[config.mk]
export PLATFORM = sky130hd
export DESIGN_NAME = hilo_acc_regs_flat
export DESIGN_NICKNAME = d
export VERILOG_FILES = /design/src/rtl/hilo_acc_regs_if.sv /design/src/rtl/hilo_acc_regs.sv /design/src/flat_wrapper.sv
export SDC_FILE = /design/constraint.sdc
export NUM_CORES = 1
export LEC_CHECK = 0
export CORE_MARGIN = 5
export CORE_UTILIZATION = 42
export CTS_CLUSTER_SIZE = 16
export DETAILED_ROUTE_END_ITERATION = 6
export DONT_BUFFER_PORTS = 1
export GPL_ROUTABILITY_DRIVEN = 0
export HOLD_SLACK_MARGIN = 0.12
export PLACE_DENSITY_LB_ADDON = 0.1
export SYNTH_ARGS = -nofsm -noshare
export SYNTH_HDL_FRONTEND = slang
export SYNTH_SLANG_ARGS = --single-unit
[constraint.sdc]
create_clock -name clk -period 5.26 [get_ports clk]
set_input_delay 1.052 -clock clk [delete_from_list [all_inputs] [get_ports clk]]
set_output_delay 1.052 -clock clk [all_outputs]
set_load 0.005 [all_outputs]
[src/rtl/hilo_acc_regs_if.sv]
// Request/read bundle for the HI/LO context register file.
// The master issues write/accumulate requests and selects a read channel. The slave is the register file.
interface hilo_acc_regs_if #(
  parameter int DATA_W = 32,
  parameter int CH_W   = 1
);
  logic              wr_valid;
  logic              wr_ready;
  logic [CH_W-1:0]   wr_ch;
  logic [2:0]        wr_op;
  logic [DATA_W-1:0] wr_hi;
  logic [DATA_W-1:0] wr_lo;
  logic [CH_W-1:0]   rd_ch;
  logic [DATA_W-1:0] rd_hi;
  logic [DATA_W-1:0] rd_lo;
  logic              rd_pending;
  logic              acc_busy;

  modport master (
    output wr_valid, wr_ch, wr_op, wr_hi, wr_lo, rd_ch,
    input  wr_ready, rd_hi, rd_lo, rd_pending, acc_busy
  );

  modport slave (
    input  wr_valid, wr_ch, wr_op, wr_hi, wr_lo, rd_ch,
    output wr_ready, rd_hi, rd_lo, rd_pending, acc_busy
  );
endinterface

[src/rtl/hilo_acc_regs.sv]
// Per-context HI/LO register pairs with direct writes (1 cycle) and a MADD/MSUB accumulate (2 cycles).
// The unit stalls all requests while an accumulate is in flight. Reads are combinational, with no bypass.
module hilo_acc_regs #(
  parameter int DATA_W = 32,
  parameter int CH_W   = 1
) (
  input logic           clk,
  input logic           rst_n,
  hilo_acc_regs_if.slave bus
);
  localparam int NCH = 2 ** CH_W;

  localparam logic [2:0] OP_WBOTH = 3'b000;
  localparam logic [2:0] OP_WHI   = 3'b001;
  localparam logic [2:0] OP_WLO   = 3'b010;
  localparam logic [2:0] OP_MADD  = 3'b100;
  localparam logic [2:0] OP_MSUB  = 3'b101;

  typedef enum logic {IDLE, ACC} state_t;

  state_t              state;
  logic [DATA_W-1:0]   hi_q [NCH];
  logic [DATA_W-1:0]   lo_q [NCH];
  logic [CH_W-1:0]     acc_ch;
  logic                acc_sub;
  logic [2*DATA_W-1:0] acc_opnd;
  logic [2*DATA_W-1:0] acc_base;
  logic [2*DATA_W-1:0] acc_res;
  logic                accept;

  assign accept  = bus.wr_valid && bus.wr_ready;
  // Carry/borrow out of the top bit is dropped and the result wraps.
  assign acc_res = acc_sub ? (acc_base - acc_opnd) : (acc_base + acc_opnd);

  always_ff @(posedge clk) begin
    if (!rst_n) begin
      state    <= IDLE;
      acc_ch   <= '0;
      acc_sub  <= 1'b0;
      acc_opnd <= '0;
      acc_base <= '0;
      for (int i = 0; i < NCH; i++) begin
        hi_q[i] <= '0;
        lo_q[i] <= '0;
      end
    end else begin
      case (state)
        IDLE: begin
          if (accept) begin
            case (bus.wr_op)
              OP_WBOTH: begin
                hi_q[bus.wr_ch] <= bus.wr_hi;
                lo_q[bus.wr_ch] <= bus.wr_lo;
              end
              OP_WHI: hi_q[bus.wr_ch] <= bus.wr_hi;
              OP_WLO: lo_q[bus.wr_ch] <= bus.wr_lo;
              OP_MADD, OP_MSUB: begin
                acc_ch   <= bus.wr_ch;
                acc_sub  <= bus.wr_op[0];
                acc_opnd <= {bus.wr_hi, bus.wr_lo};
                acc_base <= {hi_q[bus.wr_ch], lo_q[bus.wr_ch]};
                state    <= ACC;
              end
              default: ;
            endcase
          end
        end
        ACC: begin
          {hi_q[acc_ch], lo_q[acc_ch]} <= acc_res;
          state <= IDLE;
        end
        default: state <= IDLE;
      endcase
    end
  end

  assign bus.wr_ready   = rst_n && (state == IDLE);
  assign bus.acc_busy   = (state == ACC);
  assign bus.rd_pending = (state == ACC) && (bus.rd_ch == acc_ch);
  assign bus.rd_hi      = hi_q[bus.rd_ch];
  assign bus.rd_lo      = lo_q[bus.rd_ch];
endmodule

[src/flat_wrapper.sv]
// flat-port wrapper written by rule: the top's interface ports become plain ports
module hilo_acc_regs_flat 
#(
  parameter int DATA_W = 32,
  parameter int CH_W   = 1
)
  (clk, rst_n, bus_wr_valid, bus_wr_ch, bus_wr_op, bus_wr_hi, bus_wr_lo, bus_rd_ch, bus_wr_ready, bus_rd_hi, bus_rd_lo, bus_rd_pending, bus_acc_busy);
  hilo_acc_regs_if #(.DATA_W(DATA_W), .CH_W(CH_W)) bus_i ();
  input logic clk;
  input logic rst_n;
  input wire logic [$bits(bus_i.wr_valid)-1:0] bus_wr_valid;
  input wire logic [$bits(bus_i.wr_ch)-1:0] bus_wr_ch;
  input wire logic [$bits(bus_i.wr_op)-1:0] bus_wr_op;
  input wire logic [$bits(bus_i.wr_hi)-1:0] bus_wr_hi;
  input wire logic [$bits(bus_i.wr_lo)-1:0] bus_wr_lo;
  input wire logic [$bits(bus_i.rd_ch)-1:0] bus_rd_ch;
  output wire logic [$bits(bus_i.wr_ready)-1:0] bus_wr_ready;
  output wire logic [$bits(bus_i.rd_hi)-1:0] bus_rd_hi;
  output wire logic [$bits(bus_i.rd_lo)-1:0] bus_rd_lo;
  output wire logic [$bits(bus_i.rd_pending)-1:0] bus_rd_pending;
  output wire logic [$bits(bus_i.acc_busy)-1:0] bus_acc_busy;
  assign bus_i.wr_valid = bus_wr_valid;
  assign bus_i.wr_ch = bus_wr_ch;
  assign bus_i.wr_op = bus_wr_op;
  assign bus_i.wr_hi = bus_wr_hi;
  assign bus_i.wr_lo = bus_wr_lo;
  assign bus_i.rd_ch = bus_rd_ch;
  assign bus_wr_ready = bus_i.wr_ready;
  assign bus_rd_hi = bus_i.rd_hi;
  assign bus_rd_lo = bus_i.rd_lo;
  assign bus_rd_pending = bus_i.rd_pending;
  assign bus_acc_busy = bus_i.acc_busy;
  hilo_acc_regs #(.DATA_W(DATA_W), .CH_W(CH_W)) u_core (.clk(clk), .rst_n(rst_n), .bus(bus_i));
endmodule
======== Word level (Yosys, flattened, before mapping) ========
Cells that the tools add are included.
storage, ports and cells
  register bits after elaboration ......... 259
  bits of input ports ..................... 72
  output and inout port bits .............. 67
  logic and storage cells ................. 70
operators by class
  add/subtract/negate cells ............... 2
  order comparisons ....................... 5
  equal/unequal tests ..................... 8
  multiplexer cells ....................... 30
  bitwise logic cells ..................... 4
  reductions and logical operators ........ 12
operators by type and width
  cell                                                                   count
  32-bit 2-to-1 mux                                                      14
  64-bit 2-to-1 mux                                                      5
  64-bit bitwise mux                                                     4
  64-bit case mux with 2 select lines                                    2
  64-bit adder                                                           1
  32-bit demux with 1-bit select                                         2
  64-bit subtractor                                                      1
  3-bit equality test, second input constant                             2
  2-bit greater-or-equal comparator, second input constant               3
  1-bit inverter with 2-bit output                                       3
  2-bit OR reduction                                                     3
  1-bit logical AND                                                      5
  2-bit by 1-bit < comparator with 1-bit output, second input constant   2
  2-bit != test, second input constant                                   2
  2-bit AND reduction                                                    2
  3-bit by 1-bit equality test with 1-bit output, second input constant  1
  3-bit by 2-bit equality test with 1-bit output, second input constant  1
  3-bit logical NOT                                                      1
  3-bit AND reduction                                                    1
  1-bit 2-to-1 mux                                                       2
  2-bit by 1-bit != test with 1-bit output, second input constant        1
  1-bit case mux with 2 select lines                                     1
  1-bit equality test                                                    1
  1-bit inverter                                                         1

======== Logic depth before layout (Yosys ltp) ========
  depth in word-level cells ............... 9
  mapped depth ............................ 21
  depth with buffers taken out ............ 20

======== Least setup slack after synthesis ========
OpenSTA, ideal clock, no wires.
  path kind ............................... register to register
  from .................................... register u_core.acc_opnd[13]
  to ...................................... register u_core.hi_q[29] (netlist bit)
  setup time .............................. 0.069 ns
  data arrival time ....................... 4.207 ns
  required time ........................... 5.191 ns
  setup slack ............................. 0.984 ns
  cell stages (with the launch flop) ...... 18
  path buffers ............................ 1
  period minus slack after synthesis ...... 4.276 ns
  path through ............................ dfxtp_1 -> or4_4 -> nor3_1 -> nand4_1 -> nor3_1 -> a21oi_1 -> xnor2_1 -> ha_1 -> clkbuf_1 -> a21o_1 -> a31oi_1 -> inv_1 -> a21oi_1 -> nor3b_1 -> a211oi_2 -> and4_1 -> or3_1 -> o21ai_1
between the ends
  longest elaborated chain between the ends .. 4
  elaborated cells on any way between the ends .. 5
  classes of those cells .................. add/sub: 2; mux: 3
ends and longest elaborated chain
  item                                               line                 source
  start, declared                                    hilo_acc_regs.sv:26  logic [2*DATA_W-1:0] acc_opnd;
  start signal, assigned                             hilo_acc_regs.sv:60  acc_opnd <= {bus.wr_hi, bus.wr_lo};
  64-bit adder or 64-bit subtractor (tied branches)  hilo_acc_regs.sv:33  assign acc_res = acc_sub ? (acc_base - acc_opnd) : (acc_base + acc_opnd);
  64-bit 2-to-1 mux *                                hilo_acc_regs.sv:33
  64-bit bitwise mux *                               hilo_acc_regs.sv:69  {hi_q[acc_ch], lo_q[acc_ch]} <= acc_res;
  64-bit case mux with 2 select lines *              hilo_acc_regs.sv:47  case (state)
  end signal, assigned by index                      hilo_acc_regs.sv:52  hi_q[bus.wr_ch] <= bus.wr_hi;
  end signal, assigned by index                      hilo_acc_regs.sv:55  OP_WHI: hi_q[bus.wr_ch] <= bus.wr_hi;
  end signal, assigned by index                      hilo_acc_regs.sv:69
  end, declared                                      hilo_acc_regs.sv:22  logic [DATA_W-1:0] hi_q [NCH];
Mark *: on every way between the ends. The rest lies on a longest branch, timed or not.
A chain may end at the register's enable or synchronous reset.

======== Worst setup path after layout ========
  from .................................... register u_core.acc_opnd[0]
  to ...................................... register u_core.hi_q[17] (netlist bit)
Same word-level chain as after synthesis.

==> run_results.csv <==
group,metric,value,unit
global_route,antenna_found_initial,0,
synthesis,async_flop_share,0,
sta,fin_crit,4.98,ns
synthesis,synth_cells,2210,
synthesis,syn_nets,2347,
run,max_cap_violations,0,
worst_setup_path,cp.required,5.77,ns
synthesis,synth-main-ff-cell,"dfxtp_1",
global_route,grt_start_max_net_pins,267,
clock_network,cts_made_buffers,31,
sta,whs,0.492,ns
final_layout,drive_gt1_frac,0.0915,
floorplanning,io_pins,139,
clock_network,hold_buffers,0,
sta,rsz0062_at_grt,"no",
sta,timing.setup.tns,0,ns
synthesis,yosys_register_bits,259,
status,status,"completed",
floorplanning,die_h,213,microns
synthesis,syn_area,17300,sq um
drt,vias_per_cell,6.03,
synthesis,ys_top_cells_by_count,"nand2_1, dfxtp_1, nor2_1",
clock_network,root_buffer,"clkbuf_16",
synthesis,synth_top_area_frac,0.299,
drt,drt_wl_total,59.9,mm
power_and_ir_drop,power_density,310,nW/um^2
placement,hpwl,41.0,mm
synthesis,syn_area_per_cell,7.84,sq um
final_layout,finalNetCount,2248,
worst_setup_path,crit_fanout,8,
worst_setup_path,path_class,"flop to flop",
power_and_ir_drop,ir_drop,0.240,mV
placement,placed_cell_area,17700,sq um
global_route,grt_pass1_wl,91.0,mm
power_and_ir_drop,leakage,0.00816,uW
power_and_ir_drop,p_switching,1920,uW
sta,setup_viol,0,
placement,portBuffers,0,
worst_setup_path,worstPathArrival,5.49,ns
synthesis,synthTopCellsByArea,"dfxtp_1, nand2_1, ha_1",
drt,drc,0,
floorplanning,rows,74,
synthesis,synth_edf_count,0,
global_route,grt_overflow_total,0,
floorplanning,start_util,0.424,
drt,vias,16100,
power_and_ir_drop,power_frac_comb,0.272,
drt,drtIter0Drc,1201,
final_layout,stdcell_area,18700,sq um
clock_network,cts_tree,"built",
synthesis,ys.warnings.count,0,
clock_network,htreeDepth,1,
drt,ant_nets,0,
worst_setup_path,crit_path_end_kind,"flop",
power_and_ir_drop,swShare,0.331,
clock_network,cts.sinks,259,
global_route,grt_pass1_vias,15200,
sta,clock_skew,0.0175,ns
clock_network,clk_pin_slew_worst_paths,0.06,ns
clock_network,clk_path_buf_depth,3,
hold_path,hold_path.class,"flop to flop",
drt,dr.pass1.iters,6,
synthesis,synth.largest_area_cell,"dfxtp_1",
sta,hold_violations,0,
sta,worst_slew_pin_slew,1.13,ns
power_and_ir_drop,power.internal,3880,uW
floorplanning,core,40800,sq um
sta,maxSlewHeadroom,0.246,
power_and_ir_drop,p_seq_frac,0.358,
synthesis,synth.most_common_cell,"nand2_1",
final_layout,diodes,0,
floorplanning,dieArea,45400,sq um
floorplanning,fp.dieW,213,microns
worst_setup_path,cp-start-kind,"flop",
sta,max_freq,0.201,GHz
synthesis,ys_seq_area_frac,0.299,
synthesis,synth_cell_types,77,
global_route,grt.total_usage,0.253,
clock_network,insertion_delay,0.58,ns
power_and_ir_drop,pwr-share-clk,0.370,
power_and_ir_drop,finalPower,5810,uW
final_layout,syn2layout_area_growth,8.05,%
sta,finalCritPeriodShare,0.947,
sta,slew_violations,0,
drt,wl_per_cell,22.5,microns
==> sequential cells by signal, summed over array words and instances, names as in the netlist <==
signal and flops:
u_core.acc_base 64, u_core.acc_opnd 64, u_core.hi_q 64, u_core.lo_q 64, u_core.acc_ch 1, u_core.acc_sub 1, u_core.bus.acc_busy 1
==> worst max-delay path, stage by stage, from the launching register on <==
cell	delay (ns)
dfxtp_1	0.35
inv_1	0.07
ha_1	0.20
nor3b_1	0.30
and3_1	0.33
and2_1	0.23
nand2_1	0.14
or3_1	0.33
o21ai_0	0.22
xor2_1	0.10
ha_1	0.44
nand4_1	0.28
nor3_2	0.32
o311ai_2	0.24
a21bo_2	0.31
a2111oi_0	0.60
or3_1	0.21
nand3_1	0.08
a21oi_1	0.17
==> cells by family after synthesis <==
logic type	synth area share
buffers and inverters	0.0457
flip-flops	0.299
AND/OR/NAND/NOR	0.210
multiplexers	0.0821
adder cells (fa/ha/maj)	0.0474
XOR/XNOR	0.0592
AO/OA/AOI/OAI	0.257
==> area by class of cell <==
type                            instances  area [sq um]
Fill cell                            4062         22100
Multi-Input combinational cell       1742         11400
Sequential cell                       259          5190
Clock buffer                           39           876
Tap cell                              532           666
Timing Repair Buffer                   37           278
Inverter                               40           155
Clock inverter                         15           141
==> layout by cell type (no fill, tap or decap), types with 64 or more instances in the layout <==
| cell type | Yosys | final |
|---|---|---|
| nand2_1 | 385 | 385 |
| xnor2_1 | 84 | 84 |
| o21ai_0 | 124 | 122 |
| a21oi_1 | 125 | 124 |
| dfxtp_1 | 259 | 258 |
| nand3_1 | 72 | 72 |
| ha_1 | 64 | 64 |
| mux2_2 | 65 | 65 |
| a21boi_0 | 77 | 77 |
| o211a_1 | 74 | 74 |
| mux2i_1 | 69 | 69 |
| nor2_1 | 156 | 154 |
==> power groups by stage <==
stage	Combinational, uW	Sequential (uW)	Clock (uW)
detailed placement	1550	2120	0
floorplan	1200	2100	0
global placement	1540	2120	0
finish	1580	2080	2150
CTS	1560	2080	2180
global route	1730	2090	2260
==> routing by layer <==
metal / GRT usage / part of all wire / vias up
li1: - / - / 7768
met1: 0.347 / 0.45 / 7693
met2: 0.415 / 0.46 / 531
met3: 0.0442 / 0.069 / 78
met4: 0.0647 / 0.027 / 0
met5: 0 / 0 / -
==> metrics by stage <==
stage / worst slack [ns] / std cells / utilization
2_1_floorplan: 0.984 / 2210 / -
3_3_place_gp: 0.332 / 2609 / 0.433
3_5_place_dp: 0.238 / 2609 / 0.433
4_1_cts: 0.207 / 2663 / 0.458
5_1_grt: 0.0144 / 2664 / 0.458
6_report: 0.278 / 2664 / 0.458
==> timing repair <==
action	in CTS	in global routing
gates resized for setup	0	4
buffers inserted	0	1
endpoints found under the setup margin	0	10
==> final timing paths <==
path	from	endpoint	slack (ns)	cells past startpoint
setup / recovery	u_core.acc_opnd[0]	u_core.hi_q[17]	0.28	18
hold / removal	u_core.lo_q[57]	u_core.lo_q[57]	0.49	2
setup reg to reg	u_core.acc_opnd[0]	u_core.hi_q[17]	0.28	18
hold reg to reg	u_core.lo_q[57]	u_core.lo_q[57]	0.49	2
No activity file was read; power rests on OpenSTA's default activity.
